$ cat config.mk
export PLATFORM = sky130hd
export DESIGN_NAME = wb_periph_hub
export DESIGN_NICKNAME = d
export VERILOG_FILES = /design/src/rtl/wb_hub_pkg.sv /design/src/rtl/wb_hub_irq_ctrl.sv /design/src/rtl/wb_periph_hub.sv
export SDC_FILE = /design/constraint.sdc
export NUM_CORES = 1
export LEC_CHECK = 0
export CORE_MARGIN = 4
export CORE_UTILIZATION = 38
export DETAILED_ROUTE_END_ITERATION = 10
export PLACE_DENSITY = 0.8
export REMOVE_ABC_BUFFERS = 1
export SLEW_MARGIN = 5
export SYNTH_ARGS = -nofsm -noshare
export SYNTH_HDL_FRONTEND = slang
export SYNTH_HIERARCHICAL = 1
export SYNTH_SLANG_ARGS = --single-unit
$ cat constraint.sdc
create_clock -name clk -period 2.7 [get_ports clk]
set_input_delay 0.54 -clock clk [delete_from_list [all_inputs] [get_ports clk]]
set_output_delay 0.54 -clock clk [all_outputs]
set_load 0.02 [all_outputs]
$ cat src/rtl/wb_hub_pkg.sv
// Shared definitions for the Wishbone peripheral hub: CSR map, FSM states, request payload.
package wb_hub_pkg;

    localparam int unsigned DW = 32;
    localparam int unsigned AW = 32;
    localparam int unsigned SW = 4;

    localparam logic [7:0] CSR_STATUS   = 8'h00;
    localparam logic [7:0] CSR_CONTROL  = 8'h04;
    localparam logic [7:0] CSR_VERSION  = 8'h08;
    localparam logic [7:0] CSR_IRQ_EN   = 8'h0C;
    localparam logic [7:0] CSR_IRQ_PEND = 8'h10;
    localparam logic [7:0] CSR_ERR      = 8'h14;

    localparam logic [3:0]    CSR_REGION   = 4'hF;
    localparam logic [DW-1:0] TIMEOUT_DATA = 32'hDEAD_BEEF;

    typedef enum logic [1:0] {
        ST_IDLE,
        ST_FWD,
        ST_RESP
    } hub_state_e;

    typedef struct packed {
        logic          we;
        logic [SW-1:0] sel;
        logic [AW-1:0] adr;
        logic [DW-1:0] dat;
    } wb_req_t;

    // Expand byte selects into a per-bit write mask.
    function automatic logic [DW-1:0] sel_to_mask(input logic [SW-1:0] sel);
        return {{8{sel[3]}}, {8{sel[2]}}, {8{sel[1]}}, {8{sel[0]}}};
    endfunction

endpackage

$ cat src/rtl/wb_hub_irq_ctrl.sv
// Interrupt aggregation: rising-edge latch into IRQ_PEND, IRQ_EN mask, registered irq_o.
module wb_hub_irq_ctrl #(
    parameter int unsigned NSLV = 4
) (
    input  logic            clk,
    input  logic            rst,
    input  logic [NSLV-1:0] irq_i,
    input  logic            en_we,
    input  logic            pend_we,
    input  logic [NSLV-1:0] wdata,
    input  logic [NSLV-1:0] wmask,
    output logic [NSLV-1:0] irq_en,
    output logic [NSLV-1:0] irq_pend,
    output logic            irq_o
);

    logic [NSLV-1:0] irq_q;
    logic [NSLV-1:0] rise;
    logic [NSLV-1:0] w1c;

    assign rise = irq_i & ~irq_q;
    assign w1c  = pend_we ? (wdata & wmask) : '0;

    // A new edge in the same cycle as a clear keeps the bit set.
    always_ff @(posedge clk) begin
        if (rst) begin
            irq_q    <= '0;
            irq_en   <= '0;
            irq_pend <= '0;
            irq_o    <= 1'b0;
        end else begin
            irq_q    <= irq_i;
            irq_pend <= (irq_pend & ~w1c) | rise;
            irq_o    <= |(irq_pend & irq_en);
            if (en_we) begin
                irq_en <= (irq_en & ~wmask) | (wdata & wmask);
            end
        end
    end

endmodule

$ cat src/rtl/wb_periph_hub.sv
// Wishbone hub: decodes one master port onto NSLV peripherals plus a local CSR bank,
// with per-transaction timeout and aggregated interrupt.
module wb_periph_hub
    import wb_hub_pkg::*;
#(
    parameter int unsigned NSLV    = 4,
    parameter int unsigned TIMEOUT = 64,
    parameter logic [31:0] VERSION = 32'h0200_0000
) (
    input  logic               clk,
    input  logic               rst,
    input  logic               m_cyc_i,
    input  logic               m_stb_i,
    input  logic               m_we_i,
    input  logic [3:0]         m_sel_i,
    input  logic [31:0]        m_adr_i,
    input  logic [31:0]        m_dat_i,
    output logic               m_ack_o,
    output logic [31:0]        m_dat_o,
    output logic [NSLV-1:0]    s_cyc_o,
    output logic [NSLV-1:0]    s_stb_o,
    output logic               s_we_o,
    output logic [3:0]         s_sel_o,
    output logic [31:0]        s_adr_o,
    output logic [31:0]        s_dat_o,
    input  logic [NSLV-1:0]    s_ack_i,
    input  logic [NSLV*32-1:0] s_dat_i,
    input  logic [NSLV-1:0]    irq_i,
    output logic               irq_o
);

    localparam int unsigned CNT_W = $clog2(TIMEOUT);

    hub_state_e       state_q, state_d;
    wb_req_t          m_req, req_q;
    logic [CNT_W-1:0] cnt_q;
    logic [NSLV-1:0]  control_q;
    logic [15:0]      tmo_cnt_q;
    logic             dec_err_q;
    logic [NSLV-1:0]  irq_en, irq_pend;

    logic [3:0]      region;
    logic [NSLV-1:0] hit;
    logic            req_c, is_csr, slv_ack, tmo_hit;
    logic [31:0]     slv_rdata, csr_rdata;
    logic [NSLV-1:0] wmask;
    logic            start_fwd, csr_go, dec_err, fwd_done, fwd_tmo, fwd_abort;
    logic            csr_wr, err_clr;
    logic [15:0]     tmo_base;

    assign m_req   = '{we: m_we_i, sel: m_sel_i, adr: m_adr_i, dat: m_dat_i};
    assign region  = m_adr_i[15:12];
    assign req_c   = m_cyc_i & m_stb_i;
    assign is_csr  = (region == CSR_REGION);
    assign slv_ack = |(s_ack_i & s_cyc_o);
    assign tmo_hit = (cnt_q == CNT_W'(TIMEOUT - 1));
    assign wmask   = NSLV'(sel_to_mask(m_sel_i));
    assign csr_wr  = csr_go & m_we_i;
    assign err_clr = csr_wr && (m_adr_i[7:0] == CSR_ERR);

    // Region decode and read-data mux of the selected slave.
    always_comb begin
        hit       = '0;
        slv_rdata = '0;
        for (int unsigned i = 0; i < NSLV; i++) begin
            hit[i] = (region == 4'(i)) && control_q[i];
            if (s_cyc_o[i]) begin
                slv_rdata = slv_rdata | s_dat_i[32*i +: 32];
            end
        end
    end

    always_comb begin
        csr_rdata = '0;
        case (m_adr_i[7:0])
            CSR_STATUS:   csr_rdata = 32'(irq_i);
            CSR_CONTROL:  csr_rdata = 32'(control_q);
            CSR_VERSION:  csr_rdata = VERSION;
            CSR_IRQ_EN:   csr_rdata = 32'(irq_en);
            CSR_IRQ_PEND: csr_rdata = 32'(irq_pend);
            CSR_ERR:      csr_rdata = {15'd0, dec_err_q, tmo_cnt_q};
            default:      csr_rdata = '0;
        endcase
    end

    always_ff @(posedge clk) begin
        if (rst) begin
            state_q <= ST_IDLE;
        end else begin
            state_q <= state_d;
        end
    end

    // Abort outranks a same-cycle ack; ack outranks a same-cycle timeout.
    always_comb begin
        state_d   = state_q;
        start_fwd = 1'b0;
        csr_go    = 1'b0;
        dec_err   = 1'b0;
        fwd_done  = 1'b0;
        fwd_tmo   = 1'b0;
        fwd_abort = 1'b0;
        case (state_q)
            ST_IDLE: begin
                if (req_c) begin
                    if (is_csr) begin
                        csr_go  = 1'b1;
                        state_d = ST_RESP;
                    end else if (|hit) begin
                        start_fwd = 1'b1;
                        state_d   = ST_FWD;
                    end else begin
                        dec_err = 1'b1;
                        state_d = ST_RESP;
                    end
                end
            end
            ST_FWD: begin
                if (!m_cyc_i) begin
                    fwd_abort = 1'b1;
                    state_d   = ST_IDLE;
                end else if (slv_ack) begin
                    fwd_done = 1'b1;
                    state_d  = ST_RESP;
                end else if (tmo_hit) begin
                    fwd_tmo = 1'b1;
                    state_d = ST_RESP;
                end
            end
            ST_RESP: state_d = ST_IDLE;
            default: state_d = ST_IDLE;
        endcase
    end

    always_ff @(posedge clk) begin
        if (rst) begin
            req_q   <= '0;
            s_cyc_o <= '0;
            cnt_q   <= '0;
            m_ack_o <= 1'b0;
            m_dat_o <= '0;
        end else begin
            m_ack_o <= (state_d == ST_RESP);
            if ((state_q == ST_IDLE) && req_c) begin
                req_q <= m_req;
            end
            if (start_fwd) begin
                s_cyc_o <= hit;
                cnt_q   <= '0;
            end else begin
                if (fwd_done || fwd_tmo || fwd_abort) begin
                    s_cyc_o <= '0;
                end
                if (state_q == ST_FWD) begin
                    cnt_q <= cnt_q + CNT_W'(1);
                end
            end
            if (csr_go) begin
                m_dat_o <= m_we_i ? '0 : csr_rdata;
            end else if (dec_err) begin
                m_dat_o <= '0;
            end else if (fwd_done) begin
                m_dat_o <= req_q.we ? '0 : slv_rdata;
            end else if (fwd_tmo) begin
                m_dat_o <= TIMEOUT_DATA;
            end
        end
    end

    assign tmo_base = err_clr ? 16'd0 : tmo_cnt_q;

    // CONTROL and ERR registers; a clearing write loses to a new error.
    always_ff @(posedge clk) begin
        if (rst) begin
            control_q <= '1;
            tmo_cnt_q <= '0;
            dec_err_q <= 1'b0;
        end else begin
            if (csr_wr && (m_adr_i[7:0] == CSR_CONTROL)) begin
                control_q <= (control_q & ~wmask) | (m_dat_i[NSLV-1:0] & wmask);
            end
            dec_err_q <= dec_err | (dec_err_q & ~err_clr);
            if (fwd_tmo && (tmo_base != 16'hFFFF)) begin
                tmo_cnt_q <= tmo_base + 16'd1;
            end else begin
                tmo_cnt_q <= tmo_base;
            end
        end
    end

    assign s_stb_o = s_cyc_o;
    assign s_we_o  = req_q.we;
    assign s_sel_o = req_q.sel;
    assign s_adr_o = req_q.adr;
    assign s_dat_o = req_q.dat;

    wb_hub_irq_ctrl #(
        .NSLV(NSLV)
    ) u_irq (
        .clk     (clk),
        .rst     (rst),
        .irq_i   (irq_i),
        .en_we   (csr_wr && (m_adr_i[7:0] == CSR_IRQ_EN)),
        .pend_we (csr_wr && (m_adr_i[7:0] == CSR_IRQ_PEND)),
        .wdata   (m_dat_i[NSLV-1:0]),
        .wmask   (wmask),
        .irq_en  (irq_en),
        .irq_pend(irq_pend),
        .irq_o   (irq_o)
    );

endmodule
## Word level (Yosys, flattened, before mapping)

Index checks and enable logic that the tools add are counted.

- Word-level logic and storage cells: 116
- Bits of input ports: 209
- Output and inout port bits: 111
- Register bits after elaboration: 148

- Bitwise logic cells: 21
- $add $sub $neg: 2
- Reductions and logical operators: 21
- Mux-type cells: 43
- Equal/unequal tests: 13

Operator list:

| cell | number |
|---|---|
| 2-to-1 mux 32 bit | 10 |
| one-hot mux 26 bit (6 select lines) | 1 |
| bitwise OR 32 bit | 3 |
| 2-to-1 mux 16 bit | 2 |
| AND 4 bit | 7 |
| 2-to-1 mux 1 bit | 20 |
| adder 16 x 1 -> 16 bit, second input constant | 1 |
| == test 8 x 4 -> 1 bit, second input constant | 2 |
| == test 8 x 5 -> 1 bit, second input constant | 2 |
| != test 16 bit, second input constant | 1 |
| 2-to-1 mux 2 bit | 6 |
| 2-to-1 mux 4 bit | 3 |
| NOT 4 bit | 3 |
| bitwise OR 4 bit | 3 |
| OR reduction 4 bit | 3 |
| logical AND 1 bit | 10 |
| == test 4 x 2 -> 1 bit, second input constant | 2 |
| == test 8 x 3 -> 1 bit, second input constant | 1 |
| logical NOT 8 bit | 1 |
| adder 6 x 1 -> 6 bit, second input constant | 1 |
| == test 6 bit, second input constant | 1 |
| == test 4 x 1 -> 1 bit, second input constant | 1 |
| == test 4 bit, second input constant | 1 |
| logical NOT 4 bit | 1 |
| 11 further kinds | 14 |

## Logic depth before layout (Yosys ltp)

- Depth after elaboration: 11
- Mapped depth: 12
- Mapped depth without buffers: 10

## Hierarchy

The synthesis kept the hierarchy.

Modules (own cells, without submodules):

| module | instances | area each (µm²) | sequential area each (µm²) | cells each |
|---|---|---|---|---|
| wb_periph_hub | 1 | 6,347.3 | 2,702.6 | 786 |
| wb_hub_irq_ctrl | 1 | 511.7 | 260.2 | 47 |

## Least setup slack after synthesis

OpenSTA, ideal clock, no wires.

- Path kind: input -> register
- Start: in m_adr_i[4]
- End: reg tmo_cnt_q[1]
- Data required time: 2.585 ns
- Buffers on the path: 2
- Arrival: 2.691 ns
- Path slack: -0.106 ns
- Stages on the path: 11
- Path through: buf_2 -> and3b_1 -> and3_4 -> a21boi_0 -> ha_1 -> and3_2 -> nand3_1 -> a211oi_4 -> buf_6 -> nor4_2 -> a31o_1

- Cells in the longest elaborated chain, start to end: 6
- Elaborated cells on any way between the ends: 7
- Classes of those cells: add/sub (1); eq/ne (2); mux (2); reduce/logical (2)

RTL lines:

| element | RTL line | source |
|---|---|---|
| start: declaration | wb_periph_hub.sv:16 | `input logic [31:0] m_adr_i,` |
| == test 8 x 5 -> 1 bit * | wb_periph_hub.sv:59 | `assign err_clr = csr_wr && (m_adr_i[7:0] == CSR_ERR);` |
| logical AND 1 bit * | wb_periph_hub.sv:59 |  |
| 2-to-1 mux 16 bit * | wb_periph_hub.sv:170 | `assign tmo_base = err_clr ? 16'd0 : tmo_cnt_q;` |
| parallel branches: the longest is 2 deep, another holds adder 16 x 1 -> 16 bit | -- |  |
| 2-to-1 mux 16 bit * | wb_periph_hub.sv:183 | `if (fwd_tmo && (tmo_base != 16'hFFFF)) begin` |
| end signal: assignment | wb_periph_hub.sv:184 | `tmo_cnt_q <= tmo_base + 16'd1;` |
| end signal: assignment | wb_periph_hub.sv:186 | `tmo_cnt_q <= tmo_base;` |
| end: declaration | wb_periph_hub.sv:38 | `logic [15:0] tmo_cnt_q;` |

Every way passes the cells marked *.
A chain may end at the register's enable or synchronous reset.

## Final worst setup path

- Start: in m_cyc_i
- End: reg tmo_cnt_q[15]

- Cells in the longest elaborated chain, start to end: 9
- Elaborated cells on any way between the ends: 12
- Classes of those cells: add/sub (1); eq/ne (1); mux (6); bitwise (2); reduce/logical (2)

RTL lines:

| element | RTL line | source |
|---|---|---|
| start: declaration | wb_periph_hub.sv:12 | `input logic m_cyc_i,` |
| parallel branches: the longest is 8 deep, another holds adder 16 x 1 -> 16 bit | -- |  |
| 2-to-1 mux 16 bit * | wb_periph_hub.sv:183 |  |

Marked as above.

==> metrics.txt <==
CP max-delay cell=or4_4; main combinational cell family by area after synthesis=compound AO/OA/AOI/OAI gates; Sequential Power Share=42.9%; RD Place Congestion=0.8567; Port Buffers=319; Pre-Repair DR Iteration Count=7; Syn Area/Cell=8.234 um2; Horiz. Die Dim=142.4 um; worst-margin pin slew=1128 ps; Top-Level Pins=320; Syn-to-layout area delta=60.47%; relative slew slack=24.81%; Startpoint Class=input pin; Layout Skew=9.570 ps; Synth Cell Area=6859 um2; First DRT Iteration DRCs=548; routed via count=7705; status=complete, no violations; Critical Path RT=3040 ps; adder-cell share of the synthesized area=0.3648%; crit-path max cell delay=490 ps; Rows=48; #FFs+latches synth=148; crit path DAT=2930 ps; largest net degree at the start of global routing=74; unrepaired setup endpoints after global routing=no; CP Capture Type=register; Hold Violations, Final=0; fillcell total=1496; Synth cell types=65; DRC Markers=0; Clk pwr share=41.1%; DP Wirelength=19.09 mm; Sw Ratio=26.39%; cell area after layout=11010 um2; GRT Overall Usage=24.57%; maxcap violations=0; CP Max Fanout=9; Final Max Tran Viols=0; post-synthesis compound-gate area fraction=27.22%; post-synthesis xor/xnor area fraction=1.277%; vias in the first global route=7506; Mapped Cells=833; synthesis warning total=6; combinational fraction of design power=15.9%; Pint=3.950 mW; clk sinks=148; NetSw=1.416 mW; antenna violations before repair=2; CTS Buf Count=17; maximum vdd ir drop=0.4050 mV; Post-Route Hold Slack=448.9 ps; post-layout minimum cycle time=2588 ps; mux cell area share after synthesis=2.371%; CP Cell Sequence=clkdlybuf4s50_1 > and4bb_2 > and2_4 > nand2_1 > and2_1 > ha_1 > and3_4 > nand3_4 > a211oi_4 > or4_4 > a21oi_2; simple-gate portion of the synthesized area=20.30%; drt wl/cell=18.77 um; predominant post-synthesis flop cell=dfxtp_1; worst min-delay path class=input pin to register; Util after Layout=62.98%; nets@finish=1358; Via-to-Cell Ratio=5.559; sequential area share after synthesis=43.20%; most frequent cells in the layout=clkdlybuf4s50_1, nand2_1, dfxtp_1; antenna-violating nets left=0; Reg2Reg Setup Slack=360 ps; WL final=26.01 mm; Final Setup Violations=0; crit path kind=input pin to register; Clock transition at path regs=60 ps; CTS max path bufs=2; Leakage=3.914 nW; Die Span Y=142.4 um; final worst-path cycle share=95.87%; first-pass GRT wire length=39.50 mm; Clock Latency Late Sink=420 ps; EDFF count, synth=0; CTS tree=built; commonest non-fill, non-tap cell in the layout=clkdlybuf4s50_1; f_max=386.3 MHz; CTS root buf=clkbuf_16; GRT overflow=0; layout cell share with drive strength beyond 1=10.44%; placed instance area=10380 um2; H-tree depth=4; Async SR Flop Fraction=0%; die area=20260 um2; core box area=17480 um2; P per Cell Area=487.5 nW/um2; Starting Density=39.25%
-- what timing repair did --
action                                  CTS  global route
pin swaps                                 3             4
hold buffers                              0             0
cloned                                    1             0
endpoints found under the setup margin   10            15
setup buffers                             1             0
resized for setup                         3            13
-- area by class of cell --
type	count	area (um2)	share of cell area [%]
Clock buffer	18	429.2	3.899
Tap cell	225	281.5	2.558
Multi-Input combinational cell	609	3621	32.90
Antenna cell	2	5.005	0.04547
Timing Repair Buffer	366	3572	32.45
Inverter	5	18.77	0.1705
Sequential cell	148	2963	26.92
Clock inverter	13	116.4	1.057
-- metal layers --
layer / global-route usage [%] / part of all wire, %
met5: 0 / 0
met4: 8.454 / 2.6
met3: 10.32 / 11
met2: 41.96 / 48
met1: 27.67 / 38
-- path summary, 6_finish.rpt --
kind                                 start  cells after the start       endpoint
worst max-delay path               m_cyc_i                     11  tmo_cnt_q[15]
worst min-delay path            m_adr_i[6]                      3     s_adr_o[6]
worst max register to register  state_q[0]                     10  tmo_cnt_q[15]
worst min register to register  s_dat_o[5]                      2     s_dat_o[5]
-- logic make-up after synthesis --
family	count (synthesis)
multiplexers	10
flip-flops	148
AO/OA/AOI/OAI	292
buffers and inverters	77
adder cells (fa/ha/maj)	2
XOR/XNOR	10
AND/OR/NAND/NOR	294
-- worst max-delay path, delay by kind of cell --
kind	cells	cell delay, ps
compound gates	2	200
fa+ha+maj	1	190
buf+inv	1	480
simple gates	7	1500
-- sequential cells by signal, summed over array words and instances, names as in the netlist, named ones only --
name,count
u_irq/irq_q,4
s_adr_o,32
s_sel_o,4
tmo_cnt_q,16
cnt_q,6
u_irq/irq_pend,4
s_cyc_o,4
u_irq/irq_o,1
m_dat_o,32
s_dat_o,32
dec_err_q,1
m_ack_o,1
state_q,2
s_we_o,1
-- power groups by stage --
| stage | logic (mW) | clock network (mW) | registers (mW) |
|---|---|---|---|
| after detailed placement | 0.854 | 0 | 2.35 |
| after floorplan | 0.178 | 0 | 2.43 |
| after global placement | 0.846 | 0 | 2.35 |
| final | 0.855 | 2.21 | 2.30 |
| after CTS | 0.859 | 2.25 | 2.30 |
| after global routing | 0.915 | 2.35 | 2.31 |
-- cells in the mapped netlist (all sizes together) (2+ instances only) --
master     n  area share [%]
or4        3            0.33
nand4     10            0.91
inv        5            0.27
a22oi     74             8.2
o211ai     2            0.22
o31ai     13             1.4
a32o       4            0.58
a21bo      4            0.58
nor2      34             1.9
a32oi      7            0.89
nor4       6            0.86
a2bb2oi    4            0.51
or3        5            0.53
nor3b      6            0.80
dfxtp    148              43
nand3     20             1.5
nand2    177             9.7
o21a       2            0.22
o21ai     30             2.2
nor2b      3            0.27
buf       30             2.7
nor3       5            0.44
xor2       5            0.64
ha         2            0.36
a22o       2            0.26
and3       3            0.36
a31o       5            0.64
and4b      2            0.29
and2       4            0.36
and4       7            0.89
clkbuf    42             2.3
xnor2      5            0.64
a21oi    132             9.7
mux2i      5            0.73
mux4       5             1.6
o211a      2            0.29
and2b      4            0.51
a211oi     6            0.91
-- through the flow --
step	cells	power, mW	setup TNS [ps]	worst slack, ps
6_report	1386	5.366	0	111.5
5_1_grt	1386	5.580	0	19.31
4_1_cts	1384	5.416	0	17.96
3_5_place_dp	1351	3.205	-8418	-568.1
3_3_place_gp	1351	3.195	-6562	-492.7
2_1_floorplan	761	2.611	-45770	-1333
No activity file was read; power rests on OpenSTA's default activity.
